===== config.mk =====
export PLATFORM = sky130hd
export DESIGN_NAME = ram_lsu_flat
export DESIGN_NICKNAME = d
export VERILOG_FILES = /design/src/rtl/ram_lsu_if.sv /design/src/rtl/ram_lsu.sv /design/src/flat_wrapper.sv
export SDC_FILE = /design/constraint.sdc
export NUM_CORES = 1
export LEC_CHECK = 0
export BUFFER_PORTS_ARGS = -buffer_cell sky130_fd_sc_hd__buf_2
export CAP_MARGIN = 15
export CORE_ASPECT_RATIO = 1.1
export CORE_MARGIN = 4
export CORE_UTILIZATION = 54
export DETAILED_ROUTE_END_ITERATION = 7
export PLACE_DENSITY = 0.89
export SYNTH_ARGS = -nofsm -noshare
export SYNTH_HDL_FRONTEND = slang
export SYNTH_SLANG_ARGS = --single-unit
export TNS_END_PERCENT = 30

===== constraint.sdc =====
create_clock -name clk -period 7 [get_ports clk]
set_input_delay 0.35 -clock clk [delete_from_list [all_inputs] [get_ports clk]]
set_output_delay 0.35 -clock clk [all_outputs]
set_load 0.005 [all_outputs]

===== src/rtl/ram_lsu_if.sv =====
// Core-side request/response channel plus the word-organised RAM port of the LSU.
// "slave" is the LSU's view; "master" is the core/RAM side that drives requests and read data.
interface ram_lsu_if #(
   parameter int ADDR_WIDTH = 32
);
   logic                  req_valid;
   logic                  req_ready;
   logic                  req_we;
   logic [1:0]            req_size;
   logic                  req_unsigned;
   logic [ADDR_WIDTH-1:0] req_addr;
   logic [31:0]           req_wdata;
   logic                  rsp_valid;
   logic [31:0]           rsp_rdata;
   logic                  rsp_err;
   logic [ADDR_WIDTH-1:0] mem_addr;
   logic [31:0]           mem_wr_data;
   logic                  mem_wr_en;
   logic [31:0]           mem_rd_data;

   modport slave (
      input  req_valid, req_we, req_size, req_unsigned, req_addr, req_wdata, mem_rd_data,
      output req_ready, rsp_valid, rsp_rdata, rsp_err, mem_addr, mem_wr_data, mem_wr_en
   );

   modport master (
      output req_valid, req_we, req_size, req_unsigned, req_addr, req_wdata, mem_rd_data,
      input  req_ready, rsp_valid, rsp_rdata, rsp_err, mem_addr, mem_wr_data, mem_wr_en
   );
endinterface


===== src/rtl/ram_lsu.sv =====
// Load/store unit for a word RAM with combinational read: byte/half/word access,
// read-modify-write for sub-word stores, sign/zero extension on loads, alignment checks.
module ram_lsu #(
   parameter int ADDR_WIDTH = 32
) (
   input  logic     clk,
   input  logic     rst_n,
   ram_lsu_if.slave bus
);
   typedef enum logic [2:0] {IDLE, LOAD, RMW_RD, WRITE, RESP} state_e;

   state_e                state_q, state_d;
   logic [1:0]            size_q;
   logic                  uns_q;
   logic                  err_q;
   logic [ADDR_WIDTH-1:0] addr_q;
   logic [31:0]           wrw_q, wrw_d;
   logic [31:0]           rdata_q, rdata_d;
   logic                  accept;
   logic                  req_err;

   function automatic logic [31:0] extract(input logic [31:0] w, input logic [1:0] sz,
                                           input logic [1:0] a, input logic u);
      logic [7:0]  b;
      logic [15:0] h;
      b = w[{a, 3'b000} +: 8];
      h = a[1] ? w[31:16] : w[15:0];
      case (sz)
         2'b00:   extract = {{24{~u & b[7]}}, b};
         2'b01:   extract = {{16{~u & h[15]}}, h};
         default: extract = w;
      endcase
   endfunction

   function automatic logic [31:0] merge(input logic [31:0] w, input logic [31:0] d,
                                         input logic [1:0] sz, input logic [1:0] a);
      merge = w;
      if (sz == 2'b00)  merge[{a, 3'b000} +: 8] = d[7:0];
      else if (a[1])    merge[31:16] = d[15:0];
      else              merge[15:0]  = d[15:0];
   endfunction

   assign accept  = bus.req_valid && (state_q == IDLE);
   assign req_err = (bus.req_size == 2'b11) ||
                    (bus.req_size == 2'b01 && bus.req_addr[0]) ||
                    (bus.req_size == 2'b10 && (bus.req_addr[1:0] != 2'b00));

   // wrw_q first holds the raw store data, then becomes the merged word written to RAM.
   always_comb begin
      state_d = state_q;
      wrw_d   = wrw_q;
      rdata_d = rdata_q;
      case (state_q)
         IDLE: if (accept) begin
            rdata_d = '0;
            wrw_d   = bus.req_wdata;
            if (req_err)                  state_d = RESP;
            else if (!bus.req_we)         state_d = LOAD;
            else if (bus.req_size == 2'b10) state_d = WRITE;
            else                          state_d = RMW_RD;
         end
         LOAD: begin
            rdata_d = extract(bus.mem_rd_data, size_q, addr_q[1:0], uns_q);
            state_d = RESP;
         end
         RMW_RD: begin
            wrw_d   = merge(bus.mem_rd_data, wrw_q, size_q, addr_q[1:0]);
            state_d = WRITE;
         end
         WRITE:   state_d = RESP;
         RESP:    state_d = IDLE;
         default: state_d = IDLE;
      endcase
   end

   always_ff @(posedge clk or negedge rst_n) begin
      if (!rst_n) begin
         state_q <= IDLE;
         size_q  <= '0;
         uns_q   <= 1'b0;
         err_q   <= 1'b0;
         addr_q  <= '0;
         wrw_q   <= '0;
         rdata_q <= '0;
      end else begin
         state_q <= state_d;
         wrw_q   <= wrw_d;
         rdata_q <= rdata_d;
         if (accept) begin
            size_q <= bus.req_size;
            uns_q  <= bus.req_unsigned;
            err_q  <= req_err;
            addr_q <= bus.req_addr;
         end
      end
   end

   assign bus.req_ready   = (state_q == IDLE);
   assign bus.rsp_valid   = (state_q == RESP);
   assign bus.rsp_err     = (state_q == RESP) && err_q;
   assign bus.rsp_rdata   = rdata_q;
   assign bus.mem_addr    = {addr_q[ADDR_WIDTH-1:2], 2'b00};
   assign bus.mem_wr_data = wrw_q;
   assign bus.mem_wr_en   = (state_q == WRITE);
endmodule


===== src/flat_wrapper.sv =====
// flat-port wrapper written by rule: the top's interface ports become plain ports
module ram_lsu_flat 
#(
   parameter int ADDR_WIDTH = 32
)
  (clk, rst_n, bus_req_valid, bus_req_we, bus_req_size, bus_req_unsigned, bus_req_addr, bus_req_wdata, bus_mem_rd_data, bus_req_ready, bus_rsp_valid, bus_rsp_rdata, bus_rsp_err, bus_mem_addr, bus_mem_wr_data, bus_mem_wr_en);
  ram_lsu_if #(.ADDR_WIDTH(ADDR_WIDTH)) bus_i ();
  input  logic clk;
  input  logic rst_n;
  input wire logic [$bits(bus_i.req_valid)-1:0] bus_req_valid;
  input wire logic [$bits(bus_i.req_we)-1:0] bus_req_we;
  input wire logic [$bits(bus_i.req_size)-1:0] bus_req_size;
  input wire logic [$bits(bus_i.req_unsigned)-1:0] bus_req_unsigned;
  input wire logic [$bits(bus_i.req_addr)-1:0] bus_req_addr;
  input wire logic [$bits(bus_i.req_wdata)-1:0] bus_req_wdata;
  input wire logic [$bits(bus_i.mem_rd_data)-1:0] bus_mem_rd_data;
  output wire logic [$bits(bus_i.req_ready)-1:0] bus_req_ready;
  output wire logic [$bits(bus_i.rsp_valid)-1:0] bus_rsp_valid;
  output wire logic [$bits(bus_i.rsp_rdata)-1:0] bus_rsp_rdata;
  output wire logic [$bits(bus_i.rsp_err)-1:0] bus_rsp_err;
  output wire logic [$bits(bus_i.mem_addr)-1:0] bus_mem_addr;
  output wire logic [$bits(bus_i.mem_wr_data)-1:0] bus_mem_wr_data;
  output wire logic [$bits(bus_i.mem_wr_en)-1:0] bus_mem_wr_en;
  assign bus_i.req_valid = bus_req_valid;
  assign bus_i.req_we = bus_req_we;
  assign bus_i.req_size = bus_req_size;
  assign bus_i.req_unsigned = bus_req_unsigned;
  assign bus_i.req_addr = bus_req_addr;
  assign bus_i.req_wdata = bus_req_wdata;
  assign bus_i.mem_rd_data = bus_mem_rd_data;
  assign bus_req_ready = bus_i.req_ready;
  assign bus_rsp_valid = bus_i.rsp_valid;
  assign bus_rsp_rdata = bus_i.rsp_rdata;
  assign bus_rsp_err = bus_i.rsp_err;
  assign bus_mem_addr = bus_i.mem_addr;
  assign bus_mem_wr_data = bus_i.mem_wr_data;
  assign bus_mem_wr_en = bus_i.mem_wr_en;
  ram_lsu #(.ADDR_WIDTH(ADDR_WIDTH)) u_core (.clk(clk), .rst_n(rst_n), .bus(bus_i));
endmodule

==> summary.md, run 1 <==
| Metric | Value |
|---|---|
| Outcome | complete, no violations |
| Hold Startpoint | bus_req_addr[28] |
| Aggregate routed wire length | 17300 microns |
| DP Cell Count | 874 |
| Clock Sink Count | 103 |
| Post-synthesis async set-or-reset flop share | 100% |
| Hold-critical path depth | 3 |
| Gr busiest metal | met2 |
| Setup TNS | 0 ps |
| Initial drt markers | 547 |
| PortBufs | 200 |
| Peak VDD IR | 0.183 mV |
| DRT antenna net count | 0 |
| TritonCTS buffer count | 9 |
| Unrepaired setup endpoints after global routing | false |
| Most frequent cells after synthesis | 140 x nand2_1, 103 x dfrtp_1, 33 x buf_4 |
| Routability cong. | 0.934 |
| Max-cap violations | 0 |
| CP max stage delay | 450 ps |
| Final Hold Vio Count | 0 |
| Seq cells post-synth | 103 |
| Worst reg2reg path depth | 8 |
| Skew-Pair Late Insertion Delay | 380 ps |
| CP arrival | 3070 ps |
| Finish-stage setup viols | 0 |
| Worst EP required | 7320 ps |
| IO Count | 203 |
| Synth top area cells | dfrtp_1 46%, nand2_1 9.4%, a221oi_1 4.8% |
| Num rows | 38 |
| Synth warn | 0 |
| Final hold slack | 151 ps |
| Power Density | 361 mW/mm^2 |
| Lkg Pwr | 3.45 nW |
| GRT Util Overall | 28.4% |
| Final Cell Area | 0.00664 sq mm |
| Post_cts resized | 0 |
| Crit-path max FO | 43 |
| Tmin final | 2750 ps |
| Routing usage on met2 | 46.7% |
| Number of global-route vias before repair | 5244 |
| Layout cells sized above 1 | 32.9% |
| Area share of the largest cell type after synthesis | 45.9% |
| Distinct cells, synth | 47 |
| Syn Area/Cell | 9.35 sq um |
| CTS tree | done |
| Die area | 0.0121 sq mm |
| Total grt overflow | 0 |
| First-pass GRT wire length | 27000 microns |
| Slowest stage cell, crit path | nor4bb_1 |
| Largest net degree at the start of global routing | 62 |
| Actual slew at the worst max-slew pin | 1020 ps |
| H-tree levels | 3 |
| Layout Nets | 856 |
| DR vias | 5252 |
| Sequential area share after synthesis | 45.9% |
| Drt pass-1 iters | 6 |
| Critical Path Source | u_core.addr_q[1]$_DFFE_PN0P_ |
| Hpwl dp | 12900 microns |
| Post-Syn Instances | 601 |
| Largest area contributor in the netlist | dfrtp_1 |
| Post-place setup slack | 3850 ps |
| Crit-path cells | buf_4 > inv_1 > ha_1 > nor4bb_1 > clkbuf_2 > a221oi_1 > a211oi_1 > a211o_1 |
| Placed Area | 0.00642 sq mm |
| Postcts setup bufs | 0 |
| Initial antenna violation count | 0 |
| Fmax achieved | 364 MHz |
| ANT cells | 0 |
| Met1 Use GR | 35.4% |
| RR Startpoint | u_core.addr_q[1]$_DFFE_PN0P_ |
| Most common cell in the netlist | nand2_1 |
| Clk pin slew, worst setup/hold paths | 110 ps |
| Final core occ | 66.1% |
| Met3 Usage GRT | 7.64% |
| Die X-Extent | 105 microns |
| Core area | 0.0100 sq mm |
| Synth Cell Area | 0.00562 sq mm |
| Final Cycle Share | 39.2% |
| Clk root buf | clkbuf_8 |
| Max-slew headroom | 31.7% |
| Crit path kind | register to register |
| Crit path launch type | register |
| Bufs on Longest Clock Path | 2 |
| EDFF count, synth | 0 |
| Tightest Hold Check Type | input port to register |
| Die Y | 115 microns |
| Non-filler instance count after layout | 893 |
| DR DRC count | 0 |
| Pwr Total | 2.40 mW |
| CP endpoint kind | register |
| Avg Vias per Cell | 5.88 |
| Wire length per cell | 19.4 microns |
| Predominant post-synthesis flop cell | dfrtp_1 |
| Area Growth Syn to Fin | 18.1% |
| Final count of pins violating max slew | 0 |
| Final WS setup | 4250 ps |
| Starting Density | 56.0% |
| Clock Skew | 11.6 ps |
[critical path, delay by kind of cell (launching register included)]
| kind | cells | cell delay [ps] |
|---|---|---|
| adders and majority gates | 1 | 370 |
| and+or+nand+nor | 1 | 450 |
| DFF | 1 | 330 |
| buffers and inverters | 3 | 970 |
| AOI/OAI and AO/OA | 3 | 570 |
[metal layers]
layer,wire length (microns),up-vias
met5,0,-
met3,1830,53
met1,6530,2473
met4,582,0
met2,8350,326
li1,-,2400
[logic make-up after synthesis]
family	synth area share (%)
other	0.0668
adder cells (fa/ha/maj)	1.11
AND/OR/NAND/NOR	16.7
flip-flops	45.9
AO/OA/AOI/OAI	21.2
buffers and inverters	9.04
multiplexers	5.90
[state kept, by name, indices dropped and copies added, names as in the netlist]
register,cells
u_core.addr_q,32
u_core.uns_q,1
u_core.err_q,1
u_core.bus.mem_wr_data,32
u_core.size_q,2
u_core.state_q,3
u_core.bus.rsp_rdata,32
[placed cells by master, fill, tap and decap left out, drive strengths merged, types with 7 or more instances in the layout]
cell type / instances
buf: 208
nand2: 140
dfrtp: 103
a221oi: 31
nor2: 29
o21ai: 22
inv: 21
a21oi: 20
mux2: 17
a22oi: 16
a32o: 15
mux2i: 14
clkbuf: 13
a211oi: 12
nor3b: 11
nor3: 9
o31ai: 9
nand2b: 9
a22o: 8
a211o: 7
[path summary, 6_finish.rpt]
| check | to | slack [ps] |
|---|---|---|
| setup reg to reg | u_core.bus.mem_wr_data[29]$_DFFE_PN0P_ | 4250 |
| min in group asynchronous | u_core.bus.rsp_rdata[13]$_DFFE_PN0P_ | 480 |
| hold reg to reg | u_core.addr_q[30]$_DFFE_PN0P_ | 490 |
| max in group asynchronous | u_core.bus.mem_wr_data[17]$_DFFE_PN0P_ | 5350 |
| setup / recovery | u_core.bus.mem_wr_data[29]$_DFFE_PN0P_ | 4250 |
| hold / removal | u_core.addr_q[28]$_DFFE_PN0P_ | 150 |
[layout make-up]
class,instances,area (sq um)
Multi-Input combinational cell,404,2540
Clock buffer,11,151
Fill cell,808,3400
Inverter,19,71.3
Sequential cell,103,2580
Tap cell,140,175
Clock inverter,5,37.5
Timing Repair Buffer,211,1090
[timing repair]
item / 4_1_cts / 5_1_grt
endpoints found under the hold margin: 42 / 0
hold buffers: 1 / 0
endpoints found under the setup margin: 0 / 0
[where the power goes]
| part | internal, mW | switching (mW) |
|---|---|---|
| sequential | 0.820 | 0.222 |
| combinational | 0.450 | 0.536 |
| clock | 0.151 | 0.216 |
| total | 1.42 | 0.975 |
Note: power is estimated with default switching activity, not from simulation.
==> run 2: changes to the inputs <==
--- a/config.mk
+++ b/config.mk
@@ -9,9 +9,9 @@
 export CAP_MARGIN = 15
 export CORE_ASPECT_RATIO = 1.1
 export CORE_MARGIN = 4
-export CORE_UTILIZATION = 54
+export CORE_UTILIZATION = 50
 export DETAILED_ROUTE_END_ITERATION = 7
-export PLACE_DENSITY = 0.89
+export PLACE_DENSITY = 0.83
 export SYNTH_ARGS = -nofsm -noshare
 export SYNTH_HDL_FRONTEND = slang
 export SYNTH_SLANG_ARGS = --single-unit
==> constraint.sdc (replaced) <==
create_clock -name clk -period 2.86 [get_ports clk]
set_input_delay 0.143 -clock clk [delete_from_list [all_inputs] [get_ports clk]]
set_output_delay 0.143 -clock clk [all_outputs]
set_load 0.005 [all_outputs]
==> run 2 against run 1 <==
Sequential power is 150% higher. Sequential share of layout area is 2.6 points lower. Routed wire length is 5.6% higher. Critical path depth is 2 lower. Core utilization is 1.3 points lower. Non-clock buffer count is 33 higher. Cell count is 4.5% higher. Fmax is 16% higher. Critical path type unchanged. Critical endpoint is now u_core.bus.mem_wr_data[17]$_DFFE_PN0P_.
==> summary.md, run 2 (synthesized netlist as in run 1, its figures left out) <==
| Metric | Value |
|---|---|
| Hpwl dp | 13400 microns (+4.0%) |
| CP endpoint kind | register |
| Die X-Extent | 109 microns (+3.6%) |
| Skew-Pair Late Insertion Delay | 350 ps (-30 ps) |
| Max-cap violations | 0 (unchanged) |
| Final Cell Area | 0.00711 sq mm (+7.2%) |
| DR DRC count | 0 (unchanged) |
| Crit-path max FO | 10 (-77%) |
| DRT antenna net count | 0 (unchanged) |
| Crit path kind | register to register |
| ANT cells | 0 (unchanged) |
| Drt pass-1 iters | 5 (-1) |
| Die area | 0.0130 sq mm (+7.4%) |
| Register cell area after layout | 0.00258 sq mm (unchanged) |
| Core area | 0.0110 sq mm (+9.3%) |
| Clk pin slew, worst setup/hold paths | 70 ps (-40 ps) |
| RR Startpoint | u_core.addr_q[0]$_DFFE_PN0P_ |
| Commonest non-fill, non-tap cells in the layout | 199 x buf_2, 140 x nand2_1, 103 x dfrtp_1 |
| First-pass GRT wire length | 28100 microns (+4.0%) |
| Routed met1 length | 7040 microns (+7.9%) |
| DR vias | 5469 (+4.1%) |
| Outcome | complete, no violations |
| Setup crit end | u_core.bus.mem_wr_data[17]$_DFFE_PN0P_ |
| Actual slew at the worst max-slew pin | 844 ps (-178 ps) |
| Clock Sink Count | 103 (unchanged) |
| Final hold slack | 21.0 ps (-130 ps) |
| Clk root buf | clkbuf_16 |
| Worst reg2reg path depth | 6 (-2) |
| Largest net degree at the start of global routing | 55 (-11%) |
| Post_cts resized | 0 (unchanged) |
| Avg Vias per Cell | 5.86 (-0.33%) |
| Setup TNS | 0 ps (unchanged) |
| R2R Path End | u_core.bus.mem_wr_data[17]$_DFFE_PN0P_ |
| Number of global-route vias before repair | 5306 (+1.2%) |
| Num rows | 40 (+5.3%) |
| Unrepaired setup endpoints after global routing | false |
| Max-slew headroom | 43.7% (+12 points) |
| Commonest non-fill, non-tap cell in the layout | buf_2 |
| Critical Path Source | u_core.addr_q[0]$_DFFE_PN0P_ |
| CP arrival | 2630 ps (-440 ps) |
| Tightest Hold Check Type | input port to register |
| R2R setup slack | 490 ps (-3760 ps) |
| Fmax achieved | 423 MHz (+16%) |
| Tmin final | 2370 ps (-380 ps) |
| Placed Area | 0.00649 sq mm (+1.1%) |
| CTS tree | done |
| Crit path launch type | register |
| Final core occ | 64.9% (-1.3 points) |
| Layout Nets | 889 (+3.9%) |
| Peak VDD IR | 0.416 mV (+130%) |
| Final count of pins violating max slew | 0 (unchanged) |
| H-tree levels | 3 (unchanged) |
| Routed wl met2 | 8630 microns (+3.4%) |
| Initial antenna violation count | 0 (unchanged) |
| Power Density | 903 mW/mm^2 (+150%) |
| Final Cycle Share | 82.7% (+44 points) |
| Starting Density | 51.3% (-4.7 points) |
| Lkg Pwr | 3.67 nW (+6.3%) |
| Die Y | 119 microns (+3.7%) |
| Bufs on Longest Clock Path | 2 (unchanged) |
| IO Count | 203 (unchanged) |
| Wire length per cell | 19.6 microns (+1.0%) |
| PortBufs | 200 (unchanged) |
| Area Growth Syn to Fin | 26.6% |
| Final-layout fill cell count | 869 (+7.5%) |
| Aggregate routed wire length | 18300 microns (+5.6%) |
| Layout cells sized above 1 | 32.2% (-0.75 points) |
| Met3 Routed Length | 1720 microns (-6.3%) |
| Initial drt markers | 398 (-27%) |
| Total grt overflow | 0 (unchanged) |
| Multi-input gate area | 0.00254 sq mm (unchanged) |
| Clock Skew | 7.09 ps (-4.53 ps) |
| Routability cong. | 0.936 (+0.13%) |
| DR top layer | met4 |
| Finish-stage setup viols | 0 (unchanged) |
| GRT Util Overall | 28.1% (-0.32 points) |
| Final Hold Vio Count | 0 (unchanged) |
| Pwr Total | 6.42 mW (+170%) |
| TritonCTS buffer count | 9 (unchanged) |
| Worst EP required | 3120 ps (-4200 ps) |
-- run 2: cell count changes in the layout (fill, tap and decap cells not counted), sizes merged --
cell         before  now
buf             208  216
bufinv            0    3
clkbuf           13   10
clkinv            1    3
clkinvlp          2    0
dlygate4sd3       1   28
inv              21   19
-- run 2: routing by layer --
metal / global-route usage [%] / vias up
met4: 14.9 / 0
met5: 0 / -
met3: 6.40 / 55
met1: 34.8 / 2641
met2: 45.0 / 306
li1: - / 2467
-- run 2: how the worst min path moves through the flow --
| stage | slack [ps] | end | depth (start not counted) | startpoint |
|---|---|---|---|---|
| 5_1_grt | 30 | u_core.addr_q[30]$_DFFE_PN0P_ | 3 | bus_req_addr[30] |
| 2_1_floorplan | -150 | u_core.addr_q[0]$_DFFE_PN0P_ | 0 | rst_n |
| 3_5_place_dp | 220 | u_core.bus.rsp_rdata[24]$_DFFE_PN0P_ | 1 | rst_n |
| 6_report | 20 | u_core.addr_q[6]$_DFFE_PN0P_ | 3 | bus_req_addr[6] |
| 4_1_cts | 7 | u_core.addr_q[6]$_DFFE_PN0P_ | 3 | bus_req_addr[6] |
| 3_3_place_gp | 210 | u_core.bus.rsp_rdata[24]$_DFFE_PN0P_ | 1 | rst_n |
-- run 2: through the flow --
stage | setup WS, ps | cells
2_1_floorplan | 632 | 602
3_3_place_gp | 658 | 889
3_5_place_dp | 591 | 889
4_1_cts | 556 | 933
5_1_grt | 331 | 933
6_report | 493 | 933
-- run 2: power by group --
group | internal, mW | switching [mW]
clock network | 0.854 | 0.541
registers | 2.01 | 0.532
logic | 1.15 | 1.33
total | 4.02 | 2.40
-- run 2: what timing repair did --
action | 4_1_cts | 5_1_grt
buffers inserted | 0 | 0
hold buffers | 28 | 0
hold endpoints to repair | 79 | 0
-- run 2: final cells by class --
cell class | count | area share, %
clock buffers | 10 | 3.22
clock inverters | 6 | 1.53
inverters | 19 | 1.00
multi-input cells | 404 | 35.7
flip-flops and latches | 103 | 36.2
well taps | 147 | 2.59
repair buffers | 244 | 19.7
-- run 2: critical path: stages (launching register included) --
cell and delay [ps]:
dfrtp_1 510, inv_1 160, ha_1 350, nor4bb_1 600, mux2_2 340, a221oi_1 110
nor3_1 220
==> run 3: changes to the inputs <==
--- a/config.mk
+++ b/config.mk
@@ -9,9 +9,9 @@
 export CAP_MARGIN = 15
 export CORE_ASPECT_RATIO = 1.1
 export CORE_MARGIN = 4
-export CORE_UTILIZATION = 50
+export CORE_UTILIZATION = 45
 export DETAILED_ROUTE_END_ITERATION = 7
-export PLACE_DENSITY = 0.83
+export PLACE_DENSITY = 0.79
 export SYNTH_ARGS = -nofsm -noshare
 export SYNTH_HDL_FRONTEND = slang
 export SYNTH_SLANG_ARGS = --single-unit
==> constraint.sdc (replaced) <==
create_clock -name clk -period 1.97 [get_ports clk]
set_input_delay 0.0985 -clock clk [delete_from_list [all_inputs] [get_ports clk]]
set_output_delay 0.0985 -clock clk [all_outputs]
set_load 0.005 [all_outputs]
==> run 3 against run 2 <==
Global-route usage down 3.0 points. Combinational power rose by 62%. Clock power increased by 35%. Register-to-register slack worse by 440 ps. Non-clock buffer count increased by 24. Die area grew 10%. Sequential share of layout area is 1.4 points lower. Via count down 1.1%. Critical path depth shrank 1. Worst hold slack got worse by 13 ps. Largest power group is now combinational logic.
==> summary.md, run 3 (synthesized netlist as in run 1, its figures left out) <==
| Metric | Value |
|---|---|
| Outcome | complete, no violations |
| Final Hold Vio Count | 0 (unchanged) |
| Crit-path cells | buf_6 > or3_4 > or2_4 > a2111o_2 > nand2_2 |
| CP max stage delay | 580 ps (-20 ps) |
| Unrepaired setup endpoints after global routing | true |
| Avg Vias per Cell | 5.61 (-4.3%) |
| Num rows | 42 (+5.0%) |
| Starting Density | 46.3% (-5.0 points) |
| Commonest non-fill, non-tap cell in the layout | buf_2 |
| Final Cycle Share | 97.3% (+15 points) |
| Total grt overflow | 0 (unchanged) |
| CP endpoint kind | register |
| Core area | 0.0121 sq mm (+11%) |
| Initial drt markers | 368 (-7.5%) |
| Layout cells sized above 1 | 35.9% (+3.7 points) |
| Finish-stage setup viols | 0 (unchanged) |
| GRT Util Overall | 25.1% (-3.0 points) |
| ANT cells | 0 (unchanged) |
| Wire length per cell | 19.2 microns (-2.1%) |
| Final count of pins violating max slew | 0 (unchanged) |
| Worst EP required | 2250 ps (-870 ps) |
| CTS tree | done |
| Final Cell Area | 0.00739 sq mm (+3.9%) |
| Initial antenna violation count | 0 (unchanged) |
| Setup TNS | 0 ps (unchanged) |
| Pwr Total | 9.53 mW (+48%) |
| Skew-Pair Late Insertion Delay | 350 ps (about the same) |
| DR DRC count | 0 (unchanged) |
| Drt pass-1 iters | 6 (+1) |
| Actual slew at the worst max-slew pin | 515 ps (-329 ps) |
| Peak VDD IR | 0.662 mV (+59%) |
| Routability cong. | 0.930 (-0.58%) |
| Slowest stage cell, crit path | a2111o_2 |
| Aggregate routed wire length | 18500 microns (+1.3%) |
| Hpwl dp | 13200 microns (-1.5%) |
| Die Y | 125 microns (+5.0%) |
| CP arrival | 2200 ps (-430 ps) |
| H-tree levels | 3 (unchanged) |
| Lkg Pwr | 3.80 nW (+3.5%) |
| Commonest non-fill, non-tap cells in the layout | 199 x buf_2, 139 x nand2_1, 103 x dfrtp_1 |
| Fmax achieved | 521 MHz (+23%) |
| Power Density | 1290 mW/mm^2 (+43%) |
| DR vias | 5411 (-1.1%) |
| Clk pin slew, worst setup/hold paths | 70 ps (about the same) |
| IO Count | 203 (unchanged) |
| DRT antenna net count | 0 (unchanged) |
| PortBufs | 200 (unchanged) |
| Number of global-route vias before repair | 5313 (+0.13%) |
| Buf/Inv on CP | 1 (unchanged) |
| TritonCTS buffer count | 9 (unchanged) |
| Max-cap violations | 0 (unchanged) |
| Crit path launch type | register |
| Crit path kind | register to register |
| Clk root buf | clkbuf_16 |
| Clock Skew | 7.73 ps (+0.642 ps) |
| Max-slew headroom | 65.3% (+22 points) |
| Area Growth Syn to Fin | 31.5% |
| Bufs on Longest Clock Path | 2 (unchanged) |
| Largest net degree at the start of global routing | 68 (+24%) |
| Die X-Extent | 115 microns (+5.0%) |
| Crit-path max FO | 8 (-2) |
| Die area | 0.0143 sq mm (+10%) |
| Placed Area | 0.00666 sq mm (+2.5%) |
| Layout Nets | 914 (+2.8%) |
| Tightest Hold Check Type | input port to register |
| Tmin final | 1920 ps (-449 ps) |
| Final WS setup | 52.2 ps (-441 ps) |
| Post-place setup slack | -40.3 ps (-632 ps) |
| First-pass GRT wire length | 28300 microns (+0.69%) |
| Clock Sink Count | 103 (unchanged) |
| CP delay by family, top | simple AND/OR/NAND/NOR gates |
| Final-layout fill cell count | 1025 (+18%) |
-- run 3: worst min-delay path, delay by kind of cell --
| kind | cells | cell delay, ps |
|---|---|---|
| simple gates | 2 | 110 |
| buf+inv | 1 | 110 |
-- run 3: worst paths after layout --
kind                                                from                                   end  slack, ps  cells past startpoint
min                                      bus_req_size[0]          u_core.size_q[0]$_DFFE_PN0P_          8                      3
max in group asynchronous                          rst_n  u_core.bus.rsp_rdata[24]$_DFFE_PN0P_       1270                      3
max reg2reg                 u_core.addr_q[0]$_DFFE_PN0P_  u_core.bus.rsp_rdata[19]$_DFFE_PN0P_         50                      5
min in group asynchronous                          rst_n          u_core.addr_q[8]$_DFFE_PN0P_        110                      2
min reg2reg                u_core.addr_q[11]$_DFFE_PN0P_         u_core.addr_q[11]$_DFFE_PN0P_        470                      2
max                         u_core.addr_q[0]$_DFFE_PN0P_  u_core.bus.rsp_rdata[19]$_DFFE_PN0P_         50                      5
-- run 3: routing by layer --
layer	vias up	part of all wire [%]	routed length, microns	GRT usage (%)
li1	2520	-	-	-
met1	2560	40	7330	33.2
met2	308	47	8720	39.9
met4	0	2.3	423	8.04
met5	-	0	0	0
met3	23	11	2010	6.77
-- run 3: per-stage QoR --
stage	util [%]	std cells	hold slack, ps
6_report	60.9	965	8.01
4_1_cts	60.3	962	2.82
2_1_floorplan	-	602	-197
3_5_place_dp	54.8	914	-69.8
5_1_grt	60.9	965	20.5
3_3_place_gp	54.8	914	-70.7
-- run 3: where the power goes --
part	total (mW)	switching, mW	internal, mW
clock network	1.89	0.793	1.09
logic	4.03	2.13	1.89
registers	3.62	0.696	2.92
-- run 3: what timing repair did --
action,4_1_cts,5_1_grt
buffers inserted,0,2
pin swaps,0,6
resized for setup,5,12
hold buffers,32,0
hold endpoints to repair,134,0
setup endpoints to repair,19,42
gates cloned,0,1
-- run 3: cell type report --
class / count / area, sq um / share of cell area [%]
Clock buffer: 12 / 267 / 3.61
Clock inverter: 4 / 51.3 / 0.694
Inverter: 19 / 71.3 / 0.965
Multi-Input combinational cell: 405 / 2620 / 35.4
Sequential cell: 103 / 2580 / 34.9
Tap cell: 154 / 193 / 2.61
Timing Repair Buffer: 268 / 1610 / 21.8
